$ cat config.mk
export PLATFORM = sky130hd
export DESIGN_NAME = req_ack_rr_ctrl_flat
export DESIGN_NICKNAME = d
export VERILOG_FILES = /design/src/rtl/req_ack_rr_ctrl_pkg.sv /design/src/rtl/req_ack_rr_ctrl_if.sv /design/src/rtl/req_ack_rr_ctrl_rr_pick.sv /design/src/rtl/req_ack_rr_ctrl.sv /design/src/flat_wrapper.sv
export SDC_FILE = /design/constraint.sdc
export NUM_CORES = 1
export LEC_CHECK = 0
export CAP_MARGIN = 20
export CORE_AREA = 2 2 48 50
export DETAILED_ROUTE_END_ITERATION = 6
export DIE_AREA = 0 0 50 52
export PLACE_DENSITY = 0.79
export SKIP_CTS_REPAIR_TIMING = 1
export SLEW_MARGIN = 15
export SYNTH_ARGS = -nofsm -noshare
export SYNTH_HDL_FRONTEND = slang
export SYNTH_HIERARCHICAL = 1
export SYNTH_SLANG_ARGS = --single-unit
$ cat constraint.sdc
create_clock -name clock -period 1.8 [get_ports clock]
set_input_delay 0.18 -clock clock [delete_from_list [all_inputs] [get_ports clock]]
set_output_delay 0.18 -clock clock [all_outputs]
set_load 0.01 [all_outputs]
$ cat src/rtl/req_ack_rr_ctrl_pkg.sv
// Shared definitions for the round-robin request/acknowledge controller.
// State encoding for the top-level FSM lives here so checkers and benches can reuse it.
package req_ack_pkg;

    localparam int STATE_W = 3;

    typedef enum logic [STATE_W-1:0] {
        ST_IDLE     = 3'd0,
        ST_STARTING = 3'd1,
        ST_WORKING  = 3'd2,
        ST_DONE     = 3'd3,
        ST_ABORT    = 3'd4
    } state_t;

endpackage

$ cat src/rtl/req_ack_rr_ctrl_if.sv
// Requester/slave-engine bundle of the controller.
// The master side is the environment (requesters and slave engine); the slave side is the controller.
interface req_ack_rr_ctrl_if #(
    parameter int NCH = 4,
    parameter int IDW = 2
);
    logic [NCH-1:0] req;
    logic [NCH-1:0] ack;
    logic [NCH-1:0] err;
    logic           slave_start;
    logic           slave_ready;
    logic           busy;
    logic [IDW-1:0] grant_id;

    modport master (
        output req, slave_ready,
        input  ack, err, slave_start, busy, grant_id
    );

    modport slave (
        input  req, slave_ready,
        output ack, err, slave_start, busy, grant_id
    );
endinterface

$ cat src/rtl/req_ack_rr_ctrl_rr_pick.sv
// Combinational round-robin picker: first set request at or after ptr, wrapping at NCH.
// Works for non-power-of-two NCH because the rotated index is reduced modulo NCH.
module rr_pick #(
    parameter int NCH = 4,
    parameter int IDW = 2
) (
    input  logic [NCH-1:0] req,
    input  logic [IDW-1:0] ptr,
    output logic           any,
    output logic [IDW-1:0] idx
);
    localparam logic [IDW:0] NCH_W = (IDW+1)'(NCH);

    logic [IDW:0] sum_s  [NCH];
    logic [IDW:0] cand_s [NCH];

    for (genvar i = 0; i < NCH; i++) begin : g_cand
        assign sum_s[i]  = {1'b0, ptr} + (IDW+1)'(i);
        assign cand_s[i] = (sum_s[i] >= NCH_W) ? (sum_s[i] - NCH_W) : sum_s[i];
    end

    // Scan from the farthest offset down so the nearest requester overrides.
    always_comb begin
        any = 1'b0;
        idx = {IDW{1'b0}};
        for (int i = NCH - 1; i >= 0; i--) begin
            any = any | req[cand_s[i][IDW-1:0]];
            idx = req[cand_s[i][IDW-1:0]] ? cand_s[i][IDW-1:0] : idx;
        end
    end
endmodule

$ cat src/rtl/req_ack_rr_ctrl.sv
// NCH requesters share one slave engine: round-robin grant, start pulse, ready wait with
// timeout, then a one-cycle ack (or err on timeout) to the granted channel.
module req_ack_rr_ctrl #(
    parameter int NCH     = 4,
    parameter int IDW     = $clog2(NCH),
    parameter int TMO_W   = 4,
    parameter int TIMEOUT = 15
) (
    input  logic            clock,
    input  logic            reset_n,
    req_ack_rr_ctrl_if.slave bus
);
    import req_ack_pkg::*;

    localparam logic [IDW-1:0]   ID_LAST  = IDW'(NCH - 1);
    localparam logic [TMO_W-1:0] TMO_LAST = TMO_W'(TIMEOUT - 1);

    state_t           state_r, state_nxt_s;
    logic [IDW-1:0]   ptr_r, ptr_nxt_s;
    logic [IDW-1:0]   grant_r, grant_nxt_s;
    logic [TMO_W-1:0] cnt_r, cnt_nxt_s;
    logic [NCH-1:0]   ack_r, err_r;
    logic             start_r, busy_r;
    logic             pick_any_s;
    logic [IDW-1:0]   pick_idx_s;
    logic [1:0]       rst_sync_r;
    logic             rst_int_n_s;

    function automatic logic [NCH-1:0] id_onehot(input logic [IDW-1:0] id);
        id_onehot = NCH'(1) << id;
    endfunction

    rr_pick #(.NCH(NCH), .IDW(IDW)) u_pick (
        .req (bus.req),
        .ptr (ptr_r),
        .any (pick_any_s),
        .idx (pick_idx_s)
    );

    // Reset synchroniser: assertion is immediate, release follows two clock edges.
    always_ff @(posedge clock or negedge reset_n) begin
        if (!reset_n) begin
            rst_sync_r <= 2'b00;
        end else begin
            rst_sync_r <= {rst_sync_r[0], 1'b1};
        end
    end

    assign rst_int_n_s = rst_sync_r[1];

    // FSM state, round-robin pointer, granted id and WORKING timeout counter.
    always_ff @(posedge clock or negedge rst_int_n_s) begin
        if (!rst_int_n_s) begin
            state_r <= ST_IDLE;
            ptr_r   <= {IDW{1'b0}};
            grant_r <= {IDW{1'b0}};
            cnt_r   <= {TMO_W{1'b0}};
        end else begin
            state_r <= state_nxt_s;
            ptr_r   <= ptr_nxt_s;
            grant_r <= grant_nxt_s;
            cnt_r   <= cnt_nxt_s;
        end
    end

    // Next-state logic; ready in WORKING takes priority over the timeout.
    always_comb begin
        state_nxt_s = state_r;
        ptr_nxt_s   = ptr_r;
        grant_nxt_s = grant_r;
        cnt_nxt_s   = cnt_r;
        case (state_r)
            ST_IDLE: begin
                if (pick_any_s) begin
                    state_nxt_s = ST_STARTING;
                    grant_nxt_s = pick_idx_s;
                end else begin
                    state_nxt_s = ST_IDLE;
                end
            end
            ST_STARTING: begin
                cnt_nxt_s   = {TMO_W{1'b0}};
                state_nxt_s = ST_WORKING;
            end
            ST_WORKING: begin
                if (bus.slave_ready) begin
                    state_nxt_s = ST_DONE;
                end else if (cnt_r == TMO_LAST) begin
                    state_nxt_s = ST_ABORT;
                end else begin
                    cnt_nxt_s = cnt_r + TMO_W'(1);
                end
            end
            ST_DONE, ST_ABORT: begin
                ptr_nxt_s   = (grant_r == ID_LAST) ? {IDW{1'b0}} : (grant_r + IDW'(1));
                state_nxt_s = ST_IDLE;
            end
            default: begin
                state_nxt_s = ST_IDLE;
            end
        endcase
    end

    // Outputs are registered from the next state so they line up with the state they decode.
    always_ff @(posedge clock or negedge rst_int_n_s) begin
        if (!rst_int_n_s) begin
            ack_r   <= {NCH{1'b0}};
            err_r   <= {NCH{1'b0}};
            start_r <= 1'b0;
            busy_r  <= 1'b0;
        end else begin
            ack_r   <= (state_nxt_s == ST_DONE)  ? id_onehot(grant_nxt_s) : {NCH{1'b0}};
            err_r   <= (state_nxt_s == ST_ABORT) ? id_onehot(grant_nxt_s) : {NCH{1'b0}};
            start_r <= (state_nxt_s == ST_STARTING);
            busy_r  <= (state_nxt_s != ST_IDLE);
        end
    end

    assign bus.ack         = ack_r;
    assign bus.err         = err_r;
    assign bus.slave_start = start_r;
    assign bus.busy        = busy_r;
    assign bus.grant_id    = grant_r;
endmodule
$ cat src/flat_wrapper.sv
// flat-port wrapper written by rule: the top's interface ports become plain ports
module req_ack_rr_ctrl_flat import req_ack_pkg::*;
#(
    parameter int NCH     = 4,
    parameter int IDW     = $clog2(NCH),
    parameter int TMO_W   = 4,
    parameter int TIMEOUT = 15
)
  (clock, reset_n, bus_req, bus_slave_ready, bus_ack, bus_err, bus_slave_start, bus_busy, bus_grant_id);
  req_ack_rr_ctrl_if #(.NCH(NCH), .IDW(IDW)) bus_i ();
  input  logic clock;
  input  logic reset_n;
  input wire logic [$bits(bus_i.req)-1:0] bus_req;
  input wire logic [$bits(bus_i.slave_ready)-1:0] bus_slave_ready;
  output wire logic [$bits(bus_i.ack)-1:0] bus_ack;
  output wire logic [$bits(bus_i.err)-1:0] bus_err;
  output wire logic [$bits(bus_i.slave_start)-1:0] bus_slave_start;
  output wire logic [$bits(bus_i.busy)-1:0] bus_busy;
  output wire logic [$bits(bus_i.grant_id)-1:0] bus_grant_id;
  assign bus_i.req = bus_req;
  assign bus_i.slave_ready = bus_slave_ready;
  assign bus_ack = bus_i.ack;
  assign bus_err = bus_i.err;
  assign bus_slave_start = bus_i.slave_start;
  assign bus_busy = bus_i.busy;
  assign bus_grant_id = bus_i.grant_id;
  req_ack_rr_ctrl #(.NCH(NCH), .IDW(IDW), .TMO_W(TMO_W), .TIMEOUT(TIMEOUT)) u_core (.clock(clock), .reset_n(reset_n), .bus(bus_i));
endmodule
# Yosys cells after proc, flatten, opt, wreduce, memory -nomap -nowiden
# Index checks and enable logic that the tools add are counted.
[op_classes]
add_sub_neg = 9
n_mul = 0
div_mod_pow = 0
order_cmp = 8
eq_ne = 11
shift = 1
mux = 28
n_bitwise = 3
n_reduce_logical = 5
[ops]
columns = ["operator", "count"]
rows = [
  ["2-bit 2-to-1 mux", 11],
  ["4-bit 2-to-1 mux", 4],
  ["2-bit by 3-bit < comparator with 1-bit output (second input constant)", 4],
  ["3-bit by 2-bit equality test with 1-bit output (second input constant)", 3],
  ["3-bit >= comparator (second input constant)", 3],
  ["3-bit case mux with 3 select lines", 1],
  ["1-bit binary-select mux with 2-bit select", 4],
  ["4-bit case mux with 2 select lines", 1],
  ["2-bit by 1-bit subtractor with 2-bit output (second input constant)", 4],
  ["2-bit by 2-bit adder with 3-bit output (second input constant)", 2],
  ["3-bit by 1-bit equality test with 1-bit output (second input constant)", 2],
  ["3-bit equality test (second input constant)", 2],
  ["3-bit 2-to-1 mux", 2],
  ["1-bit 2-to-1 mux", 5],
  ["4-bit by 1-bit adder with 4-bit output (second input constant)", 1],
  ["4-bit equality test (second input constant)", 1],
  ["2-bit inequality test (second input constant)", 2],
  ["1-bit by 2-bit left shift with 4-bit output (first input constant)", 1],
  ["2-bit by 1-bit adder with 3-bit output (second input constant)", 1],
  ["2-bit by 3-bit >= comparator with 1-bit output (second input constant)", 1],
  ["3-bit zero test", 1],
  ["1-bit OR", 3],
  ["3-bit AND reduction", 1],
  ["3-bit nonzero test", 1],
  ["4 further kinds", 4],
]
[word_totals]
register_bits = 23
latchBits = 0
mem_bits_rw = 0
romBits = 0
input_bits = 7
out_inout_bits = 12
word_cells = 74
mem_count = 0

# Longest topological paths before layout
# Gate-level depths: netlist of run 1.
[logic_depth]
depth_word = 13
ltp_mapped = 7
depth_no_buf = 7

# Modules after synthesis
# The synthesis of run 1 kept the hierarchy.
[modules_own_cells]
columns = ["module", "instances", "cells_each", "area_each_um2", "seq_area_each_um2"]
rows = [
  ["req_ack_rr_ctrl", 1, 92, 1003.5, 575.6],
  ["rr_pick", 1, 15, 81.3, 0.0],
]

# Worst setup path after synthesis of run 1
# Ideal clock, no wire load.
[synth_timing]
path_type = "register -> register"
startpoint = "register u_core.state_r[0]"
endpoint = "register u_core.ack_r[3], in the netlist u_core/bus.ack[3]"
setup_time_ps = 132
t_arrival_ps = 1372
required_time_ps = 1668
slack_ps = 296
stages_incl_launch_ff = 7
path_buffers = 1
period_less_slack_ps = 1504
cell_sequence = "dfrtp_1 buf_6 nor4b_4 mux2i_1 inv_2 nand2_1 nor2_1"
[synth_via]
word_cells_on_any_way = 10
classes_between = "eq/ne (3); shift (1); mux (5); reduce/logical (1)"
[synth_lines]
columns = ["item", "line_no", "rtl"]
rows = [
  ["start, declared", "req_ack_rr_ctrl.sv:18", "state_t state_r, state_nxt_s;"],
  ["start signal, assigned", "req_ack_rr_ctrl.sv:59", "state_r <= state_nxt_s;"],
  ["3-bit zero test", "req_ack_rr_ctrl.sv:72", "case (state_r)"],
  ["2-bit 2-to-1 mux", "req_ack_rr_ctrl.sv:72", ""],
  ["named net u_core.grant_nxt_s[1]", "req_ack_rr_ctrl.sv:20", "logic [IDW-1:0] grant_r, grant_nxt_s;"],
  ["1-bit by 2-bit left shift with 4-bit output", "req_ack_rr_ctrl.sv:30", "id_onehot = NCH'(1) << id;"],
  ["4-bit 2-to-1 mux", "req_ack_rr_ctrl.sv:112", "ack_r <= (state_nxt_s == ST_DONE) ? id_onehot(grant_nxt_s) : {NCH{1'b0}};"],
  ["end signal, assigned", "req_ack_rr_ctrl.sv:107", "ack_r <= {NCH{1'b0}};"],
  ["end signal, assigned", "req_ack_rr_ctrl.sv:112", ""],
  ["end, declared", "req_ack_rr_ctrl.sv:22", "logic [NCH-1:0] ack_r, err_r;"],
]
# The timed path passes the listed nets, and every way through them passes these cells.
# A chain may end at the register's enable or synchronous reset.

# Final worst setup path of run 1
[layout_timing]
startpoint = "register u_core.cnt_r[0]"
endpoint = "register u_core.cnt_r[3]"
[layout_via]
elab_chain_len = 4
word_cells_on_any_way = 7
classes_between = "add/sub (1); eq/ne (2); mux (3); reduce/logical (1)"
[layout_lines]
columns = ["item", "line_no", "rtl"]
rows = [
  ["start, declared", "req_ack_rr_ctrl.sv:21", "logic [TMO_W-1:0] cnt_r, cnt_nxt_s;"],
  ["start signal, assigned", "req_ack_rr_ctrl.sv:57", "cnt_r <= {TMO_W{1'b0}};"],
  ["start signal, assigned", "req_ack_rr_ctrl.sv:62", "cnt_r <= cnt_nxt_s;"],
  ["4-bit by 1-bit adder with 4-bit output", "req_ack_rr_ctrl.sv:91", "cnt_nxt_s = cnt_r + TMO_W'(1);"],
  ["4-bit 2-to-1 mux", "req_ack_rr_ctrl.sv:88", "end else if (cnt_r == TMO_LAST) begin"],
  ["4-bit 2-to-1 mux", "req_ack_rr_ctrl.sv:86", "if (bus.slave_ready) begin"],
  ["4-bit case mux with 2 select lines", "req_ack_rr_ctrl.sv:72", ""],
]
# Several ways; a longest one is shown, not always the timed one. The select of a mux whose other input is x is not followed.

==> results of run 1 <==
==> power by group through the flow <==
stage,clock (uW),combinational [uW],sequential [uW]
global placement,0,842,792
global route,267,991,816
CTS,245,887,794
finish,237,884,794
floorplan,0,551,785
detailed placement,0,884,803
==> synthesized netlist by cell type (all sizes together), types with 3 or more instances <==
library cell / instances / area (um2)
nor2: 11 / 41.3
nand2: 9 / 33.8
ha: 3 / 37.5
o21ai: 6 / 30.0
clkbuf: 3 / 11.3
dfrtp: 23 / 576
nand2b: 6 / 37.5
a21oi: 7 / 35.0
inv: 7 / 26.3
nor3: 4 / 20.0
==> layout make-up <==
type / instances / area, um2 / area share, %
timing repair buffer: 28 / 258 / 18.7
tap: 28 / 35.0 / 2.54
clock buffer: 4 / 26.3 / 1.90
inverter: 7 / 26.3 / 1.90
sequential: 23 / 576 / 41.7
multi-input combinational: 73 / 460 / 33.3
==> registers in the layout, summed over array words and instances (netlist names) <==
| name | flops |
|---|---|
| u_core/bus.grant_id | 2 |
| u_core/bus.busy | 1 |
| u_core/state_r | 3 |
| u_core/cnt_r | 4 |
| u_core/bus.slave_start | 1 |
| u_core/rst_sync_r | 2 |
| u_core/bus.err | 4 |
| u_core/bus.ack | 4 |
| u_core/ptr_r | 2 |
==> kinds of logic after synthesis <==
group                    Yosys count  share of synthesized area, %
AND/OR/NAND/NOR                   44                          23.1
flip-flops                        23                          53.1
AO/OA/AOI/OAI                     22                          12.9
adder cells (fa/ha/maj)            3                          3.46
other                              1                         0.346
buffers and inverters             11                          4.50
XOR/XNOR                           1                         0.808
multiplexers                       2                          1.85
==> routing by layer <==
metal / share of wire, % / wire, um
met3: 4.4 / 94
met4: 0 / 0
met2: 53 / 1140
met1: 42 / 907
met5: 0 / 0
==> path summary, 6_finish.rpt <==
| check | from | to | slack (ns) | depth (start not counted) |
|---|---|---|---|---|
| max in group asynchronous | reset_n | u_core/rst_sync_r[0]$_DFF_PN0_ | 1.13 | 2 |
| setup reg to reg | u_core/cnt_r[0]$_DFFE_PN0P_ | u_core/cnt_r[3]$_DFFE_PN0P_ | 0.18 | 6 |
| hold reg to reg | u_core/rst_sync_r[1]$_DFF_PN0_ | u_core/cnt_r[1]$_DFFE_PN0P_ | 0.21 | 1 |
| setup / recovery | u_core/cnt_r[0]$_DFFE_PN0P_ | u_core/cnt_r[3]$_DFFE_PN0P_ | 0.18 | 6 |
| min in group clock | u_core/rst_sync_r[0]$_DFF_PN0_ | u_core/rst_sync_r[1]$_DFF_PN0_ | 0.37 | 0 |
| hold / removal | u_core/rst_sync_r[1]$_DFF_PN0_ | u_core/cnt_r[1]$_DFFE_PN0P_ | 0.21 | 1 |
==> through the flow <==
step                total power (uW)  cell area, um2  hold slack (ns)  util (%)  std cells
floorplan                       1340            1080           -0.116         -        107
global placement                1630            1350            0.208      63.9        158
detailed placement              1690            1350            0.213      63.9        158
CTS                             1930            1370          0.00338      65.1        162
global route                    2070            1380            0.276      65.6        163
finish                          1920            1380            0.211      65.6        163
==> impl_results.md, run 1 <==
- # diodes: 0
- Final hold vios: 0
- Post-detail-place hpwl: 1640 um
- Crit path required time: 2.05 ns
- Post-synth top flop: dfrtp_1
- IO Pins: 19
- Synth Register Bits: 23
- Dpl ws: -0.0471 ns
- Layout Nets: approximately 150
- Seq/Total Area, Yosys: between 50% and 60%
- Layout cells sized above 1: approximately an eighth
- Largest net degree at the start of global routing: 22
- Post-Syn Instances: 107
- Gate power share: between 40 and 50%
- Peak supply drop: about 0.95 mV
- GPL Wtd Cong: between 0.7 and 0.8
- Crit path cell chain: inv_1, ha_1, nand4b_1, nand4b_1, or3_1, a21oi_1
- Endpoints failing setup: 0
- Status: completed
- Switching share of power: roughly two fifths
- Cell class contributing the biggest share of worst-path delay: simple AND/OR/NAND/NOR gates
- Die Wd: around 50 um
- Congestion Overflow GR: 0
- Die Y: between 50 and 60 um
- Post-Syn Nets: about 120
- Die area: 2600 um2
- M2 GR Usage: 33.6%
- Layout Skew: 0.00211 ns
- Worst path slowest cell: dfrtp_1
- P&R area growth vs syn: 27.3%
- CORE AREA: between 2000 and 2500 um2
- Clock slew at reported path FFs: 0.12 ns
- Clock power frac: between 10% and 20%
- FP Rows: 17
- Setup_tns: 0 ns
- Fin crit share: about 90%
- Vias per std cell: between 5 and 6
- Gr busiest metal: met2
- EDFF count, synth: 0
- Clock sinks: 23
- Async set-reset flop share out of synthesis: between 90% and 100%
- DR pass1 iterations: 4
- Slew Viols, Final: 0
- CTS Root Buffer Type: clkbuf_4
- Number of global-route vias before repair: 826
- Min-Delay Path Class: flip-flop to async pin
- TritonCTS clock tree: done
- H-Tree Depth: 1
- Maximum buffer depth of the clock tree: 2
- Routed vias: 854
- Worst-path maximum fanout: 6
- Starting Density: roughly half
- Global routing met3 resource utilization: 5.17%
- Worst skew pair latency: 0.31 ns
- Commonest non-fill, non-tap cell in the layout: dfrtp_1
- Mapped Avg Cell Area: 10.1 um2
- Post-Syn Area: approximately 1100 um2
- Sequential share of power: between 40 and 50%
- Tmin final: approximately 1.6 ns
- CP max stage delay: approximately 0.44 ns
- Initial DRC Count: 22
- First-pass GRT wire length: between 3000 and 4000 um
- Cell mode on critical path: nand4b_1
- WS Path Type: flip-flop to flip-flop
- Total CTS buffers: 3
- Most frequent cells in the layout: dfrtp_1, clkdlybuf4s50_1, nor2_1, nand2_1, buf_4
- Worst path arrival time: between 1.5 and 2 ns
- Setup repair after global routing missed its margin: no
- Initial antenna violation count: 0
- Number of fill cells in the layout: 143
- GRT met1 Usage: 22.3%
- Static Leak: a little over 0.0006 uW
- Max-cap check violation count: 0
- Cell internal pwr: 1180 uW
- DRC: 0
- Startpoint Class: flip-flop
- Final critical-path setup slack: roughly 0.18 ns
- Sw power: between 700 and 800 uW
- Synth warn: 6
- PD cells: between 1000 and 1500 nW/um2
- Crit path buffers/inverters: 1
- Total GRT Usage: between 10% and 20%
- Antenna viol nets, final: 0
- CP endpoint kind: flip-flop
- Max frequency: approximately 0.62 GHz
- Yosys cell types: 32
- Routed wire per std cell: between 10 and 15 um
- I/O Buffers: 18
- Overall routed net length: ~2100 um
No activity file was read; power rests on OpenSTA's default activity.
==> inputs of run 2 (changes only) <==
Settings changed: CORE_AREA 2 2 48 50 to 2 2 46 48, DIE_AREA 0 0 50 52 to 0 0 48 50, DONT_BUFFER_PORTS from default to 1, PLACE_DENSITY 0.79 to 0.73, SETUP_SLACK_MARGIN from default to 0.4.
==> impl_results.md, run 2 (synthesis results as in run 1) <==
- H-Tree Depth: 1 (unchanged)
- Largest net degree at the start of global routing: 18 (was 22)
- CORE AREA: 1900 um2 (was 2110 um2)
- CP endpoint kind: flip-flop (unchanged)
- CP max stage delay: 0.43 ns (was 0.44 ns)
- Maximum buffer depth of the clock tree: 2 (unchanged)
- Vias per std cell: 5.50 (was 5.24)
- Number of global-route vias before repair: 778 (was 826)
- Power Total: 2060 uW (was 1920 uW)
- Gate power share: 48.0% (was 46.2%)
- Peak supply drop: 0.886 mV (was 0.951 mV)
- Total GRT Usage: 18.2% (was 19.1%)
- WS Path Type: flip-flop to flip-flop (unchanged)
- Layout cells sized above 1: 31.7% (was 13.3%)
- DR pass1 iterations: 4 (unchanged)
- TritonCTS clock tree: done (unchanged)
- Dpl ws: 0.198 ns (was -0.0471 ns)
- Endpoints failing setup: 0 (unchanged)
- Die area: 2400 um2 (was 2600 um2)
- Worst skew pair latency: 0.30 ns (was 0.31 ns)
- Overall routed net length: 2060 um (was 2140 um)
- Total CTS buffers: 3 (unchanged)
- # diodes: 0 (unchanged)
- Sequential share of power: 40.7% (was 41.5%)
- Static Leak: 0.000578 uW (was 0.000612 uW)
- Routed vias: 825 (was 854)
- Congestion Overflow GR: 0 (unchanged)
- Cell internal pwr: 1240 uW (was 1180 uW)
- Slew Viols, Final: 0 (unchanged)
- Cell class contributing the biggest share of worst-path delay: simple AND/OR/NAND/NOR gates (unchanged)
- Clock slew at reported path FFs: 0.12 ns (about the same)
- Setup_tns: 0 ns (unchanged)
- Die Y: 50 um (was 52 um)
- Fin Hold WS: 0.0645 ns (was 0.211 ns)
- Layout Nets: 134 (was 146)
- Initial antenna violation count: 0 (unchanged)
- Commonest non-fill, non-tap cell in the layout: dfrtp_1 (unchanged)
- Routed wire per std cell: 13.7 um (was 13.1 um)
- Tmin final: 1.58 ns (was 1.62 ns)
- First-pass GRT wire length: 3150 um (was 3680 um)
- DRC: 0 (unchanged)
- Setup repair after global routing missed its margin: yes (was no)
- Starting Density: 57.0% (was 51.5%)
- Number of fill cells in the layout: 134 (was 143)
- Sw power: 818 uW (was 738 uW)
- FP Rows: 16 (was 17)
- I/O Buffers: 0 (was 18)
- Layout Skew: 0.00288 ns (was 0.00211 ns)
- Initial DRC Count: 10 (was 22)
- Crit path required time: 2.05 ns (about the same)
- Crit path cell chain: inv_1, ha_2, nand4b_1, nand4b_1, or3_4, a21oi_2 (was inv_1, ha_1, nand4b_1, nand4b_1, or3_1, a21oi_1)
- Clock power frac: 11.3% (was 12.4%)
- P&R area growth vs syn: 20.8% (was 27.3%)
- Die Wd: 48 um (was 50 um)
- Final critical-path setup slack: 0.217 ns (was 0.185 ns)
- Switching share of power: 39.7% (was 38.5%)
- Startpoint Class: flip-flop (unchanged)
- Crit path buffers/inverters: 1 (unchanged)
- Fin crit share: 88.0% (was 89.7%)
- Status: completed (unchanged)
- Post-detail-place hpwl: 1400 um (was 1640 um)
- Clock sinks: 23 (unchanged)
- GPL Wtd Cong: 0.812 (was 0.765)
- Worst path slowest cell: dfrtp_1 (unchanged)
- Final hold vios: 0 (unchanged)
- CTS Root Buffer Type: clkbuf_4 (unchanged)
- Cell mode on critical path: nand4b_1 (unchanged)
- Min-Delay Path Class: input port to flip-flop (was flip-flop to async pin)
- IO Pins: 19 (unchanged)
- Most frequent cells in the layout: dfrtp_1, buf_4, nor2_1, nand2b_1 (was dfrtp_1, clkdlybuf4s50_1, nor2_1, nand2_1, buf_4)
- Antenna viol nets, final: 0 (unchanged)
- Max-cap check violation count: 0 (unchanged)
- PD cells: 1570 nW/um2 (was 1390 nW/um2)
- Worst-path maximum fanout: 6 (unchanged)
- Max frequency: 0.632 GHz (was 0.619 GHz)
- Worst path arrival time: 1.83 ns (was 1.86 ns)
[run 2: layout make-up]
type,instances,area (um2),share of cell area [%]
sequential,23,577,44.0
clock buffer,3,22.5,1.72
timing repair buffer,16,125,9.55
tap,27,33.8,2.58
multi-input combinational,73,520,39.7
inverter,7,26.3,2.01
clock inverter,1,5.00,0.382
[run 2: routing by layer]
metal | global-route usage [%] | wire length [um] | vias up
met2 | 30.2 | 1040 | 24
met5 | 0 | 0 | -
met3 | 2.56 | 110 | 0
li1 | - | - | 398
met4 | 5.41 | 0 | 0
met1 | 24.0 | 910 | 403
[run 2: worst min-delay path, cell delays in order]
cell     delay, ns
nor3_1        0.03
nand2_1       0.08
o21ai_1       0.06
[run 2: final timing paths]
| path | from | to | slack [ns] | cells after the start |
|---|---|---|---|---|
| worst max-delay path | u_core/cnt_r[0]$_DFFE_PN0P_ | u_core/cnt_r[3]$_DFFE_PN0P_ | 0.22 | 6 |
| worst min-delay path | bus_slave_ready | u_core/cnt_r[1]$_DFFE_PN0P_ | 0.06 | 3 |
| worst max register to register | u_core/cnt_r[0]$_DFFE_PN0P_ | u_core/cnt_r[3]$_DFFE_PN0P_ | 0.22 | 6 |
| worst min register to register | u_core/rst_sync_r[1]$_DFF_PN0_ | u_core/cnt_r[0]$_DFFE_PN0P_ | 0.08 | 0 |
| max in group asynchronous | u_core/rst_sync_r[1]$_DFF_PN0_ | u_core/state_r[0]$_DFF_PN0_ | 1.25 | 1 |
| min in group asynchronous | u_core/rst_sync_r[1]$_DFF_PN0_ | u_core/cnt_r[0]$_DFFE_PN0P_ | 0.08 | 0 |
[run 2: metrics by stage]
| step | cells | instance area, um2 | util [%] |
|---|---|---|---|
| 3_5_place_dp | 134 | 1140 | 59.9 |
| 3_3_place_gp | 134 | 1140 | 59.9 |
| 5_1_grt | 150 | 1310 | 68.9 |
| 6_report | 150 | 1310 | 68.9 |
| 4_1_cts | 138 | 1170 | 61.3 |
| 2_1_floorplan | 107 | 1100 | - |
[run 2: power groups by stage]
stage / logic (uW) / registers, uW / clock network [uW]
final: 988 / 838 / 234
after global routing: 1080 / 862 / 259
after CTS: 676 / 833 / 241
after detailed placement: 671 / 844 / 0
after global placement: 642 / 838 / 0
after floorplan: 582 / 789 / 0
